### src/rtl/alu_div_sequencer.sv
// Restoring unsigned divider that sequences the shared ALU, one quotient bit per cycle.
// Divide by zero returns all-ones quotient and the dividend as remainder.
module alu_div_sequencer #(
    parameter int WIDTH = 32,
    parameter int CNT_W = 6
) (
    input  logic             clk,
    input  logic             rst,
    input  logic             start,
    input  logic [WIDTH-1:0] dividend,
    input  logic [WIDTH-1:0] divisor,
    output logic             busy,
    output logic             done,
    output logic [WIDTH-1:0] quotient,
    output logic [WIDTH-1:0] remainder,
    output logic             div_by_zero,
    output logic [WIDTH-1:0] alu_a,
    output logic [WIDTH-1:0] alu_b,
    output logic [2:0]       alu_ctrl,
    input  logic [WIDTH-1:0] alu_result,
    input  logic             alu_carry
);

    // Handshake: start is accepted only while busy=0 (IDLE); operands are
    // captured on that edge. done pulses for one cycle with results valid;
    // starts seen while busy=1 are dropped, not queued.

    typedef enum logic [1:0] {
        IDLE = 2'b00,
        RUN  = 2'b01,
        DONE = 2'b10
    } state_t;

    localparam logic [CNT_W-1:0] LAST = CNT_W'(WIDTH - 1);

    state_t           state;
    state_t           state_next;
    logic [WIDTH-1:0] r;
    logic [WIDTH-1:0] q;
    logic [WIDTH-1:0] d;
    logic [CNT_W-1:0] cnt;
    logic [WIDTH-1:0] s;
    logic             take;
    logic [WIDTH-1:0] r_next;
    logic [WIDTH-1:0] q_next;

    always_ff @(posedge clk) begin
        if (rst) begin
            state <= IDLE;
        end else begin
            state <= state_next;
        end
    end

    always_comb begin
        state_next = state;
        alu_a      = '0;
        alu_b      = '0;
        alu_ctrl   = 3'b000;
        s          = {r[WIDTH-2:0], q[WIDTH-1]};
        take       = 1'b0;
        r_next     = r;
        q_next     = q;
        case (state)
            IDLE: begin
                if (start) begin
                    state_next = (divisor == '0) ? DONE : RUN;
                end
            end
            RUN: begin
                alu_a    = s;
                alu_b    = d;
                alu_ctrl = 3'b001;
                // A bit shifted out of R means the true partial remainder exceeds D.
                take     = alu_carry | r[WIDTH-1];
                r_next   = take ? alu_result : s;
                q_next   = {q[WIDTH-2:0], take};
                if (cnt == LAST) begin
                    state_next = DONE;
                end
            end
            DONE: begin
                state_next = IDLE;
            end
            default: begin
                state_next = IDLE;
            end
        endcase
    end

    always_ff @(posedge clk) begin
        if (rst) begin
            r           <= '0;
            q           <= '0;
            d           <= '0;
            cnt         <= '0;
            quotient    <= '0;
            remainder   <= '0;
            div_by_zero <= 1'b0;
        end else begin
            case (state)
                IDLE: begin
                    if (start) begin
                        r   <= '0;
                        q   <= dividend;
                        d   <= divisor;
                        cnt <= '0;
                        if (divisor == '0) begin
                            quotient    <= '1;
                            remainder   <= dividend;
                            div_by_zero <= 1'b1;
                        end
                    end
                end
                RUN: begin
                    r   <= r_next;
                    q   <= q_next;
                    cnt <= cnt + CNT_W'(1);
                    if (cnt == LAST) begin
                        quotient    <= q_next;
                        remainder   <= r_next;
                        div_by_zero <= 1'b0;
                    end
                end
                default: begin
                end
            endcase
        end
    end

    assign busy = (state != IDLE);
    assign done = (state == DONE);

endmodule
### config.mk
export PLATFORM = sky130hd
export DESIGN_NAME = alu_div_sequencer
export DESIGN_NICKNAME = d
export VERILOG_FILES = /design/src/rtl/alu_div_sequencer.sv
export SDC_FILE = /design/constraint.sdc
export NUM_CORES = 1
export LEC_CHECK = 0
export ABC_AREA = 1
export BUFFER_PORTS_ARGS = -buffer_cell sky130_fd_sc_hd__buf_2
export CAP_MARGIN = 25
export CORE_MARGIN = 10
export CORE_UTILIZATION = 37
export DETAILED_ROUTE_END_ITERATION = 16
export PLACE_DENSITY = 0.71
export SYNTH_ARGS = -nofsm -noshare
export SYNTH_HDL_FRONTEND = slang
export SYNTH_SLANG_ARGS = --single-unit
### constraint.sdc
create_clock -name clk -period 2.5 [get_ports clk]
set_input_delay 0.25 -clock clk [delete_from_list [all_inputs] [get_ports clk]]
set_output_delay 0.25 -clock clk [all_outputs]
set_load 0.005 [all_outputs]
==> metrics.txt, run 1 <==
# TYPE chip_impl_metric gauge
chip_impl_info{name="status",value="finished clean"} 1
chip_impl_metric{name="grt.total_usage",unit="%"} 17.49
chip_impl_metric{name="ys_types",unit=""} 32
chip_impl_metric{name="slew-limit-headroom",unit="%"} 49.96
chip_impl_info{name="postSynth.topFlopCell",value="dfxtp_1"} 1
chip_impl_info{name="highest_delay_cell_along_the_critical_path",value="buf_4"} 1
chip_impl_metric{name="power_frac_clock",unit="%"} 34.5
chip_impl_metric{name="port_buffers",unit=""} 231
chip_impl_metric{name="post_synth_edffs",unit=""} 0
chip_impl_metric{name="worst_ep_required",unit="ps"} 2250
chip_impl_metric{name="critical-path-max-stage-delay",unit="ps"} 520
chip_impl_metric{name="synth_sequential_area_ratio",unit="%"} 42.24
chip_impl_metric{name="reg2reg_setup_slack",unit="ps"} 450
chip_impl_metric{name="r2r.worst_path.cells",unit=""} 7
chip_impl_metric{name="post_route_cells_drive_above_1_share",unit="%"} 24.07
chip_impl_metric{name="register_area",unit="sq mm"} 0.003383
chip_impl_metric{name="clk-insertion-delay-late",unit="ps"} 430
chip_impl_metric{name="initial_antenna_violation_count",unit=""} 5
chip_impl_metric{name="grt_start_max_net_pins",unit=""} 67
chip_impl_metric{name="post_synth.cell_area_avg",unit="sq um"} 7.033
chip_impl_metric{name="htreeDepth",unit=""} 4
chip_impl_info{name="crit_type",value="register to output port"} 1
chip_impl_metric{name="detail-route-antenna-nets",unit=""} 0
chip_impl_metric{name="p_seq_share",unit="%"} 40.3
chip_impl_metric{name="grt_pass1_vias",unit=""} 7352
chip_impl_metric{name="cts.clk_slew.worst_paths",unit="ps"} 70
chip_impl_metric{name="internal_power",unit="mW"} 5.333
chip_impl_info{name="critical_path.endpoint_type",value="output port"} 1
chip_impl_metric{name="dr.pass1.iters",unit=""} 7
chip_impl_metric{name="ys_seq_elements",unit=""} 169
chip_impl_metric{name="tritoncts_buffer_count",unit=""} 17
chip_impl_metric{name="cap_viol_max_count",unit=""} 0
chip_impl_metric{name="finish.net_count",unit=""} 1426
chip_impl_metric{name="clock_skew",unit="ps"} 9.586
chip_impl_metric{name="min_period_over_period",unit="%"} 83.26
chip_impl_metric{name="post_drt_via_cell_ratio",unit=""} 4.907
chip_impl_metric{name="chipWidth",unit="um"} 167.1
chip_impl_metric{name="crit_arrival",unit="ps"} 1830
chip_impl_info{name="buffer_cell_driving_the_clock_tree_root",value="clkbuf_16"} 1
chip_impl_metric{name="gp_congestion",unit=""} 0.9244
chip_impl_metric{name="fmaxAchievable",unit="GHz"} 0.4804
chip_impl_metric{name="post_cts.repair.setup_buffers",unit=""} 0
chip_impl_metric{name="wl",unit="um"} 25860
chip_impl_metric{name="row_count",unit=""} 53
chip_impl_info{name="tritoncts",value="done"} 1
chip_impl_metric{name="post_synthesis_cell_area",unit="sq mm"} 0.008010
chip_impl_metric{name="vdd_ir_drop_max",unit="mV"} 0.3574
chip_impl_metric{name="minimum_clock_period_after_layout",unit="ps"} 2082
chip_impl_info{name="rsz0062_at_grt",value="false"} 1
chip_impl_metric{name="nFillCells",unit=""} 2187
chip_impl_metric{name="detail_route.wl_per_cell",unit="um"} 15.98
chip_impl_info{name="cp_cell_sequence",value="inv_1 > nand2_4 > buf_4 > nor2_1 > buf_2"} 1
chip_impl_metric{name="core_footprint",unit="sq mm"} 0.02115
chip_impl_metric{name="clock_tree.buffer_depth",unit=""} 2
chip_impl_metric{name="grt_overflow_total",unit=""} 0
chip_impl_metric{name="final_max_slew_viol_count",unit=""} 0
chip_impl_metric{name="pwr-share-comb",unit="%"} 25.2
chip_impl_metric{name="die_height",unit="um"} 167.1
chip_impl_metric{name="grt_first_pass_wirelength",unit="um"} 39880
chip_impl_info{name="timing.critical_path.from_type",value="register"} 1
chip_impl_metric{name="area_growth",unit="%"} 22.95
chip_impl_metric{name="sw_ratio",unit="%"} 33.19
chip_impl_metric{name="final.hold.worst_slack",unit="ps"} 103.4
chip_impl_metric{name="die_area",unit="sq mm"} 0.02793
chip_impl_metric{name="postSynthCellCount",unit=""} 1139
chip_impl_metric{name="finalHoldViolations",unit=""} 0
chip_impl_metric{name="detailedRoute.firstIterationViolations",unit=""} 636
chip_impl_metric{name="p_leak",unit="nW"} 4.707
chip_impl_metric{name="worst-slew-pin-transition",unit="ps"} 747.9
chip_impl_metric{name="critPathMaxFanout",unit=""} 62
chip_impl_metric{name="starting_density_of_the_core",unit="%"} 37.87
chip_impl_metric{name="vias_post_dr",unit=""} 7939
chip_impl_metric{name="count_of_hold_buffers_inserted_by_post_cts_repair",unit=""} 0
chip_impl_metric{name="dp_hpwl",unit="um"} 18710
chip_impl_info{name="hp-class",value="input pin to register"} 1
chip_impl_metric{name="numClockSinks",unit=""} 169
chip_impl_metric{name="total_negative_slack_for_setup_checks",unit="ps"} 0
chip_impl_metric{name="post-route-drc-count",unit=""} 0
chip_impl_metric{name="power_density",unit="mW/mm^2"} 810.6
chip_impl_metric{name="net-switching-power",unit="mW"} 2.650
chip_impl_metric{name="ctsResizeCount",unit=""} 0
chip_impl_metric{name="io-pin-count",unit=""} 234
chip_impl_metric{name="multiInputGateArea",unit="sq mm"} 0.003396
chip_impl_metric{name="async_flop_share",unit="%"} 0
chip_impl_metric{name="yosys_warnings",unit=""} 0
chip_impl_metric{name="min_path_cells",unit=""} 3
chip_impl_metric{name="finalSetupViolCount",unit=""} 0
[flip-flops by register name, summed over array words and instances (netlist names)]
name         cells
r               32
div_by_zero      1
state            2
remainder       32
quotient        32
cnt              6
d               32
q               32
[worst paths after layout]
path | start | endpoint
min | dividend[15] | q[15]
min reg2reg | quotient[13] | quotient[13]
max | state[1] | alu_a[5]
max reg2reg | cnt[0] | quotient[17]
[cells in the final DEF, fill, tap and decap left out, drive strengths merged]
master,instances
a211oi,4
nor2,188
ha,1
dfxtp,169
bufinv,3
nand2,129
nand3,57
diode,5
a31oi,7
a221oi,24
conb,2
o21ai,140
buf,248
inv,203
a21oi,134
clkinv,7
nor3,2
nand3b,1
clkinvlp,1
clkbuf,17
nand4,1
[logic make-up after synthesis]
group	synth area share, %
and+or+nand+nor	19.42
AOI/OAI and AO/OA	22.59
buffers and inverters	15.56
DFF	42.24
adders and majority gates	0.1562
other	0.04682
[metal layers]
| metal | share of wire (%) | up-vias | track usage, % |
|---|---|---|---|
| met5 | 0 | - | 0 |
| met4 | 3.3 | 0 | 8.441 |
| met3 | 6.9 | 50 | 4.588 |
| met2 | 46 | 276 | 26.87 |
| met1 | 43 | 3627 | 22.31 |
| li1 | - | 3986 | - |
[per-stage QoR]
step | setup slack (ps) | total power [mW] | cells | area (sq um) | util (%)
after floorplan | 995.4 | 4.682 | 1140 | 8014 | -
after global placement | 509.1 | 5.243 | 1581 | 9223 | 43.60
after detailed placement | 484.1 | 5.274 | 1581 | 9223 | 43.60
after CTS | 390.2 | 8.042 | 1613 | 9836 | 46.50
after global routing | 258.0 | 8.435 | 1618 | 9848 | 46.55
final | 418.4 | 7.983 | 1618 | 9848 | 46.55
[final cells by class]
| cell class | instances | area share (%) |
|---|---|---|
| Antenna cell | 5 | 0.1270 |
| Clock inverter | 15 | 1.906 |
| Multi-Input combinational cell | 690 | 34.48 |
| Inverter | 199 | 7.648 |
| Tap cell | 275 | 3.494 |
| Clock buffer | 17 | 4.320 |
| Timing Repair Buffer | 248 | 13.67 |
| Sequential cell | 169 | 34.35 |
[cell usage after synthesis (2+ instances only)]
master      n  area, sq um
a221oi_2   22        330.3
o21ai_0    98        490.5
a211oi_1    3        22.52
nand2_1   124        465.5
inv_2       3        11.26
nand3_1    57        285.3
inv_1     195        732.0
a21oi_1   134        670.6
buf_6      12        135.1
a31oi_1     7        43.79
clkbuf_1   15        56.30
buf_1       4        15.01
o21ai_2     3        26.28
dfxtp_1   169         3383
nor2_4      2        22.52
buf_2      38        190.2
nand2_2     4        25.02
a221oi_1    2        17.52
nor2_1    184        690.7
buf_4      13        97.59
o21ai_1    39        195.2
[worst max-delay path, delay by kind of cell, from the launching register on]
| family | cells | cell delay (ps) |
|---|---|---|
| and+or+nand+nor | 2 | 250 |
| DFF | 1 | 330 |
| buffers and inverters | 3 | 770 |
[power by group through the flow]
stage | clock [mW] | sequential (mW) | combinational, mW
floorplan | 0 | 3.25 | 1.43
global placement | 0 | 3.26 | 1.98
detailed placement | 0 | 3.27 | 2.00
CTS | 2.81 | 3.21 | 2.02
global route | 2.92 | 3.25 | 2.27
finish | 2.75 | 3.22 | 2.01
No activity file was read; power rests on OpenSTA's default activity.
==> inputs of run 2 (changes only) <==
--- a/config.mk
+++ b/config.mk
@@ -11,7 +11,7 @@
 export CORE_MARGIN = 10
 export CORE_UTILIZATION = 37
 export DETAILED_ROUTE_END_ITERATION = 16
-export PLACE_DENSITY = 0.71
+export PLACE_DENSITY = 0.74
 export SYNTH_ARGS = -nofsm -noshare
 export SYNTH_HDL_FRONTEND = slang
 export SYNTH_SLANG_ARGS = --single-unit
==> constraint.sdc (replaced) <==
create_clock -name clk -period 1.8 [get_ports clk]
set_input_delay 0.18 -clock clk [delete_from_list [all_inputs] [get_ports clk]]
set_output_delay 0.18 -clock clk [all_outputs]
set_load 0.005 [all_outputs]
==> run 2 against run 1 <==
Non-clock buffer count rose by 11. Flip-flop and latch count did not move. Largest cell class unchanged. Highest routed layer is now met5. Die area did not move.
==> metrics.txt, run 2 (synthesis gave the netlist of run 1 again) <==
# TYPE chip_impl_metric gauge
chip_impl_metric{name="grt_first_pass_wirelength",unit="um"} 41060
chip_impl_metric{name="total_negative_slack_for_setup_checks",unit="ps"} 0
chip_impl_metric{name="area_growth",unit="%"} 25.84
chip_impl_info{name="worstHoldStart",value="dividend[16]"} 1
chip_impl_metric{name="worst_ep_required",unit="ps"} 1620
chip_impl_metric{name="reg2reg_setup_slack",unit="ps"} 150
chip_impl_metric{name="wl",unit="um"} 26450
chip_impl_metric{name="finalHoldViolations",unit=""} 0
chip_impl_metric{name="chipWidth",unit="um"} 167.1
chip_impl_metric{name="slew-limit-headroom",unit="%"} 65.37
chip_impl_info{name="worst_setup_path_startpoint",value="state[1]"} 1
chip_impl_metric{name="grt.total_usage",unit="%"} 17.79
chip_impl_metric{name="dr.pass1.iters",unit=""} 5
chip_impl_metric{name="grt_pass1_vias",unit=""} 7605
chip_impl_metric{name="tritoncts_buffer_count",unit=""} 17
chip_impl_metric{name="post_cts.repair.setup_buffers",unit=""} 0
chip_impl_metric{name="detail-route-antenna-nets",unit=""} 0
chip_impl_metric{name="vdd_ir_drop_max",unit="mV"} 0.5587
chip_impl_metric{name="minimum_clock_period_after_layout",unit="ps"} 1799
chip_impl_metric{name="final_core_utilization",unit="%"} 47.65
chip_impl_metric{name="layout.cells.non_filler",unit=""} 1629
chip_impl_metric{name="crit_arrival",unit="ps"} 1620
chip_impl_metric{name="clk-insertion-delay-late",unit="ps"} 430
chip_impl_info{name="crit_type",value="register to output port"} 1
chip_impl_metric{name="final.hold.worst_slack",unit="ps"} 21.29
chip_impl_metric{name="dp_worst_setup_slack",unit="ps"} 37.03
chip_impl_metric{name="cts.clk_slew.worst_paths",unit="ps"} 70
chip_impl_metric{name="power_density",unit="mW/mm^2"} 1136
chip_impl_metric{name="detailedRoute.firstIterationViolations",unit=""} 881
chip_impl_metric{name="final_area",unit="sq mm"} 0.01008
chip_impl_metric{name="fmaxAchievable",unit="GHz"} 0.5557
chip_impl_metric{name="detail_route.wl_per_cell",unit="um"} 16.24
chip_impl_info{name="capturing_instance_or_port_of_the_critical_path",value="alu_a[18]"} 1
chip_impl_metric{name="core_footprint",unit="sq mm"} 0.02115
chip_impl_metric{name="finish.net_count",unit=""} 1438
chip_impl_metric{name="gp_congestion",unit=""} 0.9069
chip_impl_metric{name="post-route-drc-count",unit=""} 0
chip_impl_metric{name="numClockSinks",unit=""} 169
chip_impl_metric{name="initial_antenna_violation_count",unit=""} 5
chip_impl_metric{name="critical-path-max-stage-delay",unit="ps"} 340
chip_impl_metric{name="fin_total_pwr",unit="mW"} 11.45
chip_impl_info{name="status",value="finished clean"} 1
chip_impl_metric{name="setup_ws",unit="ps"} 0.6020
chip_impl_metric{name="r2r.worst_path.cells",unit=""} 9
chip_impl_metric{name="critPathMaxFanout",unit=""} 40
chip_impl_info{name="most_frequent_cells_in_the_layout",value="buf_2 (231), inv_1 (194), nor2_1 (182)"} 1
chip_impl_metric{name="p_leak",unit="nW"} 4.810
chip_impl_info{name="crit-reg2reg-launch",value="state[1]"} 1
chip_impl_metric{name="die_height",unit="um"} 167.1
chip_impl_metric{name="grt_overflow_total",unit=""} 0
chip_impl_info{name="regToRegEndpoint",value="remainder[5]"} 1
chip_impl_metric{name="port_buffers",unit=""} 231
chip_impl_metric{name="grt_start_max_net_pins",unit=""} 83
chip_impl_info{name="buffer_cell_driving_the_clock_tree_root",value="clkbuf_16"} 1
chip_impl_metric{name="die_area",unit="sq mm"} 0.02793
chip_impl_metric{name="cap_viol_max_count",unit=""} 0
chip_impl_info{name="cp_cell_sequence",value="inv_1 > nand2_4 > buf_6 > nor2_1 > buf_2"} 1
chip_impl_info{name="final_common_cell",value="buf_2"} 1
chip_impl_info{name="hp-class",value="input pin to register"} 1
chip_impl_info{name="critical_path.endpoint_type",value="output port"} 1
chip_impl_metric{name="htreeDepth",unit=""} 4
chip_impl_metric{name="row_count",unit=""} 53
chip_impl_metric{name="dp_hpwl",unit="um"} 19080
chip_impl_metric{name="count_of_hold_buffers_inserted_by_post_cts_repair",unit=""} 0
chip_impl_metric{name="worst-slew-pin-transition",unit="ps"} 518.2
chip_impl_info{name="highest_delay_cell_along_the_critical_path",value="dfxtp_1"} 1
chip_impl_metric{name="placed_area",unit="sq mm"} 0.009373
chip_impl_info{name="rsz0062_at_grt",value="true"} 1
chip_impl_info{name="timing.critical_path.from_type",value="register"} 1
chip_impl_metric{name="post_drt_via_cell_ratio",unit=""} 4.913
chip_impl_metric{name="min_period_over_period",unit="%"} 99.97
chip_impl_metric{name="vias_post_dr",unit=""} 8003
chip_impl_metric{name="post_route_cells_drive_above_1_share",unit="%"} 24.89
chip_impl_metric{name="io-pin-count",unit=""} 234
chip_impl_metric{name="placed_instance_count",unit=""} 1591
chip_impl_metric{name="starting_density_of_the_core",unit="%"} 37.87
chip_impl_info{name="tritoncts",value="done"} 1
chip_impl_metric{name="finalSetupViolCount",unit=""} 0
chip_impl_metric{name="clock_tree.buffer_depth",unit=""} 2
chip_impl_metric{name="clock_skew",unit="ps"} 11.56
chip_impl_metric{name="final_max_slew_viol_count",unit=""} 0
==> run 2: critical path, delay by kind of cell, from the launching register on <==
| kind | cells | cell delay (ps) |
|---|---|---|
| buffers and inverters | 3 | 550 |
| DFF | 1 | 340 |
| and+or+nand+nor | 2 | 300 |
==> run 2: area by class of cell <==
class | instances | area (sq um)
fillers | 2111 | 11070
multi-input cells | 691 | 3426
flip-flops and latches | 169 | 3383
repair buffers | 259 | 1533
inverters | 199 | 758.2
clock buffers | 17 | 425.4
well taps | 275 | 344.1
clock inverters | 15 | 200.2
diodes | 4 | 10.01
==> run 2: repair_timing <==
action / CTS / global route
setup endpoints to repair: 52 / 85
endpoints found under the hold margin: 0 / 0
cloned: 0 / 2
resized for setup: 3 / 8
pin swaps: 0 / 2
==> run 2: worst min path at each step <==
stage,end,slack [ps],cells past startpoint
after detailed placement,quotient[20],430,2
after global routing,q[16],30,3
after CTS,q[16],5,3
final,q[16],20,3
after floorplan,q[10],350,2
after global placement,quotient[2],430,2
==> run 2: metal layers <==
metal / track usage, % / part of all wire, %
met5: 0 / 0.049
met4: 8.100 / 3.2
met3: 4.728 / 7.4
met2: 28.12 / 47
met1: 22.20 / 43
==> run 2: power by group <==
part,internal (mW),switching [mW]
combinational,1.09,1.94
sequential,4.25,0.211
clock,2.25,1.71
total,7.59,3.86
